## src/rtl/iq_frame_averager.sv

```systemverilog
// iq_frame_averager: frame-checks a serialized IQ burst, averages 2^n good frames, publishes to a double-buffered bank (ports: clk, reset, iq_in/iq_stb in, log2_navg, clear, rd_addr -> rd_data, avg_stb, avg_seq, frame_err, err_cnt)
module iq_frame_averager #(
  parameter int rw = 20,
  parameter int nslot = 8,
  parameter int sw = 3,
  parameter int max_log2 = 12
) (
  input  logic          clk,
  input  logic          reset,
  input  logic [rw-1:0] iq_in,
  input  logic          iq_stb,
  input  logic [3:0]    log2_navg,
  input  logic          clear,
  input  logic [sw-1:0] rd_addr,
  output logic [rw-1:0] rd_data,
  output logic          avg_stb,
  output logic [15:0]   avg_seq,
  output logic          frame_err,
  output logic [15:0]   err_cnt
);
  localparam int aw = rw + max_log2;
  localparam int cw = $clog2(nslot + 2);
  localparam int iw = $clog2(nslot);
  localparam logic [cw-1:0] full = cw'(nslot);
  localparam logic [cw-1:0] over = cw'(nslot + 1);
  localparam logic [max_log2:0] one = 1;
  logic [cw-1:0] cnt;
  logic stb_d;
  logic signed [rw-1:0] capture [nslot];
  logic signed [aw-1:0] acc [nslot];
  logic signed [rw-1:0] bank [nslot];
  logic [max_log2:0] frm_cnt, cnt_next;
  logic [3:0] n, n_next;
  logic pub, burst_end, good, bad, first, reach;
  always_comb begin
    burst_end = stb_d & ~iq_stb;
    good = burst_end && cnt == full;
    bad = burst_end && cnt != full;
    first = frm_cnt == '0;
    n_next = first ? (log2_navg > 4'(max_log2) ? 4'(max_log2) : log2_navg) : n;
    cnt_next = frm_cnt + 1'b1;
    reach = cnt_next == (one << n_next);
  end
  always_ff @(posedge clk or posedge reset) begin
    if (reset) begin
      cnt <= '0;
      stb_d <= 1'b0;
      frm_cnt <= '0;
      n <= '0;
      pub <= 1'b0;
      rd_data <= '0;
      avg_stb <= 1'b0;
      avg_seq <= '0;
      frame_err <= 1'b0;
      err_cnt <= '0;
      for (int s = 0; s < nslot; s++) begin
        capture[s] <= '0;
        acc[s] <= '0;
        bank[s] <= '0;
      end
    end else begin
      stb_d <= iq_stb;
      frame_err <= bad;
      if (bad && err_cnt != 16'hffff) err_cnt <= err_cnt + 1'b1;
      // the counter saturates one past nslot so long bursts stay distinguishable from good ones
      if (burst_end) cnt <= '0;
      else if (iq_stb && cnt != over) cnt <= cnt + 1'b1;
      if (iq_stb && cnt < full) capture[cnt[iw-1:0]] <= iq_in;
      avg_stb <= 1'b0;
      if (clear) begin
        frm_cnt <= '0;
        pub <= 1'b0;
      end else begin
        if (good) begin
          for (int s = 0; s < nslot; s++) acc[s] <= first ? aw'(capture[s]) : acc[s] + aw'(capture[s]);
          n <= n_next;
          frm_cnt <= reach ? '0 : cnt_next;
        end
        pub <= good && reach;
        if (pub) begin
          for (int s = 0; s < nslot; s++) bank[s] <= rw'(acc[s] >>> n);
          avg_stb <= 1'b1;
          avg_seq <= avg_seq + 1'b1;
        end
      end
      rd_data <= 32'(rd_addr) < nslot ? bank[rd_addr[iw-1:0]] : '0;
    end
  end
endmodule

```

## config.mk

```make
export PLATFORM = sky130hd
export DESIGN_NAME = iq_frame_averager
export DESIGN_NICKNAME = d
export VERILOG_FILES = /design/src/rtl/iq_frame_averager.sv
export SDC_FILE = /design/constraint.sdc
export NUM_CORES = 2
export LEC_CHECK = 0
export ABC_AREA = 1
export BUFFER_PORTS_ARGS = -buffer_cell sky130_fd_sc_hd__buf_2
export CAP_MARGIN = 40
export CORE_MARGIN = 2
export CORE_UTILIZATION = 25
export CTS_BUF_LIST = sky130_fd_sc_hd__clkbuf_8
export CTS_CLUSTER_DIAMETER = 40
export CTS_CLUSTER_SIZE = 14
export DETAILED_ROUTE_END_ITERATION = 10
export SYNTH_ARGS = -nofsm -noshare
export SYNTH_HDL_FRONTEND = slang
export SYNTH_SLANG_ARGS = --single-unit
```

## constraint.sdc

```tcl
create_clock -name clk -period 18.35 [get_ports clk]
set_clock_uncertainty 0.1 [all_clocks]
set_input_delay 0.9175 -clock clk [delete_from_list [all_inputs] [get_ports clk]]
set_output_delay 0.9175 -clock clk [all_outputs]
set_load 0.01 [all_outputs]
```

==> metrics.log <==
INFO  metric run_status = complete, no violations
INFO  metric critical_path.reg2reg.startpoint = cnt[1]$_DFFE_PP0P_
INFO  metric yosys.area.top_type_share = 0.320
INFO  metric worst_hold_path_type = input port to flop
INFO  metric timing_max_transition_violations_final = 0
INFO  metric tritoncts = done
INFO  metric latest_clock_arrival_within_the_worst_skew_pair = 0.92 ns
INFO  metric area.growth.synth_to_final = 12.1%
INFO  metric clkSlewWorstSetupHoldPaths = 0.08 ns
INFO  metric end_kind = flop
INFO  metric initial_core_util = 0.252
INFO  metric max_slew.worst_pin.slew = 0.945 ns
INFO  metric worstHoldEndpoint = stb_d$_DFF_PP0_
INFO  metric slowest_stage = buf_4
INFO  metric rr_endpoint = acc[55]$_DFFE_PP0P_
INFO  metric placeableCoreArea = 0.203 mm2
INFO  metric core.rowCount = 165
INFO  metric final_min_period_over_clock_period = 0.289
INFO  metric grt_pass1_vias = 49,600
INFO  metric ant_nets = 0
INFO  metric grt_first_pass_wirelength = 295,000 um
INFO  metric slew_headroom = 0.370
INFO  metric clock_sink_count = 653
INFO  metric max_freq = 189 MHz
INFO  metric hold_path_depth = 1
INFO  metric cap_viol_max_count = 0
INFO  metric synth.top_cells.by_area = dfrtp_1, nand2_1, o21ai_0, a21oi_1, ha_1
INFO  metric detailedRoute.firstIterationViolations = 5,353
INFO  metric postLayoutSetupSlackWorst = 13.05 ns
INFO  metric routed_wl = 191,000 um
INFO  metric ys_types = 42
INFO  metric p_total = 0.0111 W
INFO  metric rsz0062_at_grt = no
INFO  metric hold_path_startpoint = iq_stb
INFO  metric post_synth_most_frequent_cells = nand2_1, o21ai_0, nor2_1, inv_1, a21oi_1
INFO  metric overflow_after_grt = 0
INFO  metric cts_setup_buffers = 0
INFO  metric cts_hold_repair.buffers = 1
INFO  metric route.detailed.wl_per_inst = 18.6 um
INFO  metric route.detailed.drc = 0
INFO  metric post_synthesis_area_per_instance = 6.71 um2
INFO  metric shortest_period_the_worst_path_allows = 5.30 ns
INFO  metric synthesis.yosys.warnings = 0
INFO  metric timing.setup.tns = 0 ns
INFO  metric critical_setup_path_kind = flop to flop
INFO  metric grt_max_degree = 102
INFO  metric reg2reg_slack = 13.05 ns
INFO  metric share_of_cells_above_drive_strength_1 = 0.0656
INFO  metric timing.critical_path.slowest_cell_delay = 0.78 ns
INFO  metric synth_edf_count = 0
INFO  metric detailedPlacementHpwl = 140,000 um
INFO  metric route.detailed.vias_per_inst = 5.09
INFO  metric clock_tree.root_cell = clkbuf_8
INFO  metric finalSetupViolCount = 0
INFO  metric max_fo_critical_path = 85
INFO  metric vdd.ir_drop.worst = 0.0683 mV
INFO  metric final_design_area_no_fill = 0.0572 mm2
INFO  metric groute.usage.overall = 0.178
INFO  metric die-width = 456 um
INFO  metric worst_setup_path_start_kind = flop
INFO  metric mapped_cells = 7,605
INFO  metric synth_area_leader_cell = dfrtp_1
INFO  metric total_vias_in_the_final_route = 52,500
INFO  metric syn_nets = 7,899
INFO  metric antenna_found_initial = 20
INFO  metric cts_htree_levels = 3
INFO  metric post_synth_instance_area = 0.0510 mm2
INFO  metric io_pins = 85
INFO  metric worst_ep_arrival_time = 5.98 ns
INFO  metric synth_top_flop_cell = dfrtp_1
INFO  metric place.gp.congestion = 0.939
INFO  metric layout_nets = 7,814
INFO  metric powerDensity = 193 mW/mm2
INFO  metric worst-r2r-cell-count = 11
INFO  metric cp_data_required_time = 19.03 ns
INFO  metric dp_slack = 12.81 ns
INFO  metric final_hold_slack = 0.0849 ns
INFO  metric first_pass_detailed_route_iteration_total = 8
INFO  metric crit_path_cell_trace = inv_1 -> ha_1 -> nand3_1 -> nor2_1 -> nand2_4 -> inv_8 -> buf_4 -> buf_4 -> nand2_1 -> inv_1 -> a22oi_1
INFO  metric die_height = 456 um
INFO  metric ys_seq_area_frac = 0.320
INFO  metric design.die.area = 0.208 mm2
INFO  metric synth-seq-cells = 653
INFO  metric cts.repair.resized = 0
INFO  metric port-buffer-count = 84
INFO  metric postSynth.asyncResetShare = 1.00
INFO  metric postPlaceCellArea = 0.0544 mm2
INFO  metric leakage = 26.3 nW
INFO  metric cts-root-to-sink-buffers = 3
INFO  metric hold_viol = 0
INFO  metric yosysMostFrequentCell = nand2_1
INFO  metric number_of_buffers_created_by_cts = 114
final cells by class:
class                   instances  area (um2)
diodes                         12        30.0
clock buffers                 122        1680
clock inverters                95        1110
fillers                     22200      145000
inverters                     722        2740
multi-input cells            5855       30500
flip-flops and latches        653       16400
well taps                    2672        3340
repair buffers                174        1420
logic make-up after synthesis:
group | Yosys count | synth area share
flip-flops | 653 | 0.320
AND/OR/NAND/NOR | 3176 | 0.256
XOR/XNOR | 89 | 0.0153
multiplexers | 152 | 0.0298
AO/OA/AOI/OAI | 2175 | 0.232
adder cells (fa/ha/maj) | 263 | 0.0657
buffers and inverters | 1097 | 0.0819
worst max-delay path: cells and delay by family, from the launching register on:
kind / cells / cell delay [ns]
buf+inv: 5 / 2.68
simple gates: 4 / 1.33
flops: 1 / 0.44
fa+ha+maj: 1 / 0.19
compound gates: 1 / 0.13
registers in the layout, summed over array words and instances (netlist names):
name,flops
frame_err,1
stb_d,1
cnt,4
bank,160
frm_cnt,13
n,4
err_cnt,16
acc,256
avg_seq,16
rd_data,20
capture,160
avg_stb,1
pub,1
placed cells by master, fill, tap and decap left out, types with 24 or more instances in the layout:
master / n
clkbuf_8: 122
inv_6: 24
nand2_1: 1772
nand3b_1: 32
or2_2: 73
inv_1: 715
nand4_1: 78
a31oi_1: 110
mux2i_1: 152
a22oi_1: 66
nor2_1: 778
a21oi_1: 659
xor2_1: 70
o21ai_0: 1061
o211ai_1: 98
ha_1: 255
dfrtp_1: 649
buf_2: 84
o21bai_1: 42
nand3_1: 357
nor3_1: 51
o22ai_1: 76
buf_4: 69
metal layers:
| metal | global-route usage | part of all wire | wire [um] |
|---|---|---|---|
| met3 | 0.0282 | 0.071 | 13700 |
| met1 | 0.242 | 0.45 | 85300 |
| met5 | 0 | 0.00021 | 41 |
| met2 | 0.283 | 0.44 | 85000 |
| met4 | 0.0687 | 0.038 | 7300 |
stage by stage:
step / std cells / utilization
after floorplan: 7605 / -
after global placement: 10100 / 0.266
after detailed placement: 10100 / 0.269
after CTS: 10300 / 0.282
after global routing: 10300 / 0.282
final: 10300 / 0.283
where the power goes:
part / switching (W) / total (W) / internal [W] / leakage [nW]
logic: 0.00465 / 0.00698 / 0.00233 / 17.0
clock network: 0.000846 / 0.00166 / 0.000813 / 1.39
registers: 0.000544 / 0.00242 / 0.00187 / 7.91
total: 0.00604 / 0.0111 / 0.00501 / 26.3
worst max-delay path by stage:
stage,from,end,slack (ns),cells past startpoint
6_report,cnt[1]$_DFFE_PP0P_,acc[55]$_DFFE_PP0P_,13.05,11
2_1_floorplan,reset,acc[0]$_DFFE_PP0P_,8.41,1
4_1_cts,cnt[1]$_DFFE_PP0P_,acc[118]$_DFFE_PP0P_,13.15,11
5_1_grt,cnt[1]$_DFFE_PP0P_,acc[119]$_DFFE_PP0P_,12.78,11
3_3_place_gp,iq_stb,acc[59]$_DFFE_PP0P_,12.89,11
3_5_place_dp,iq_stb,acc[52]$_DFFE_PP0P_,12.81,11
Power figures use the tool's default switching activity.
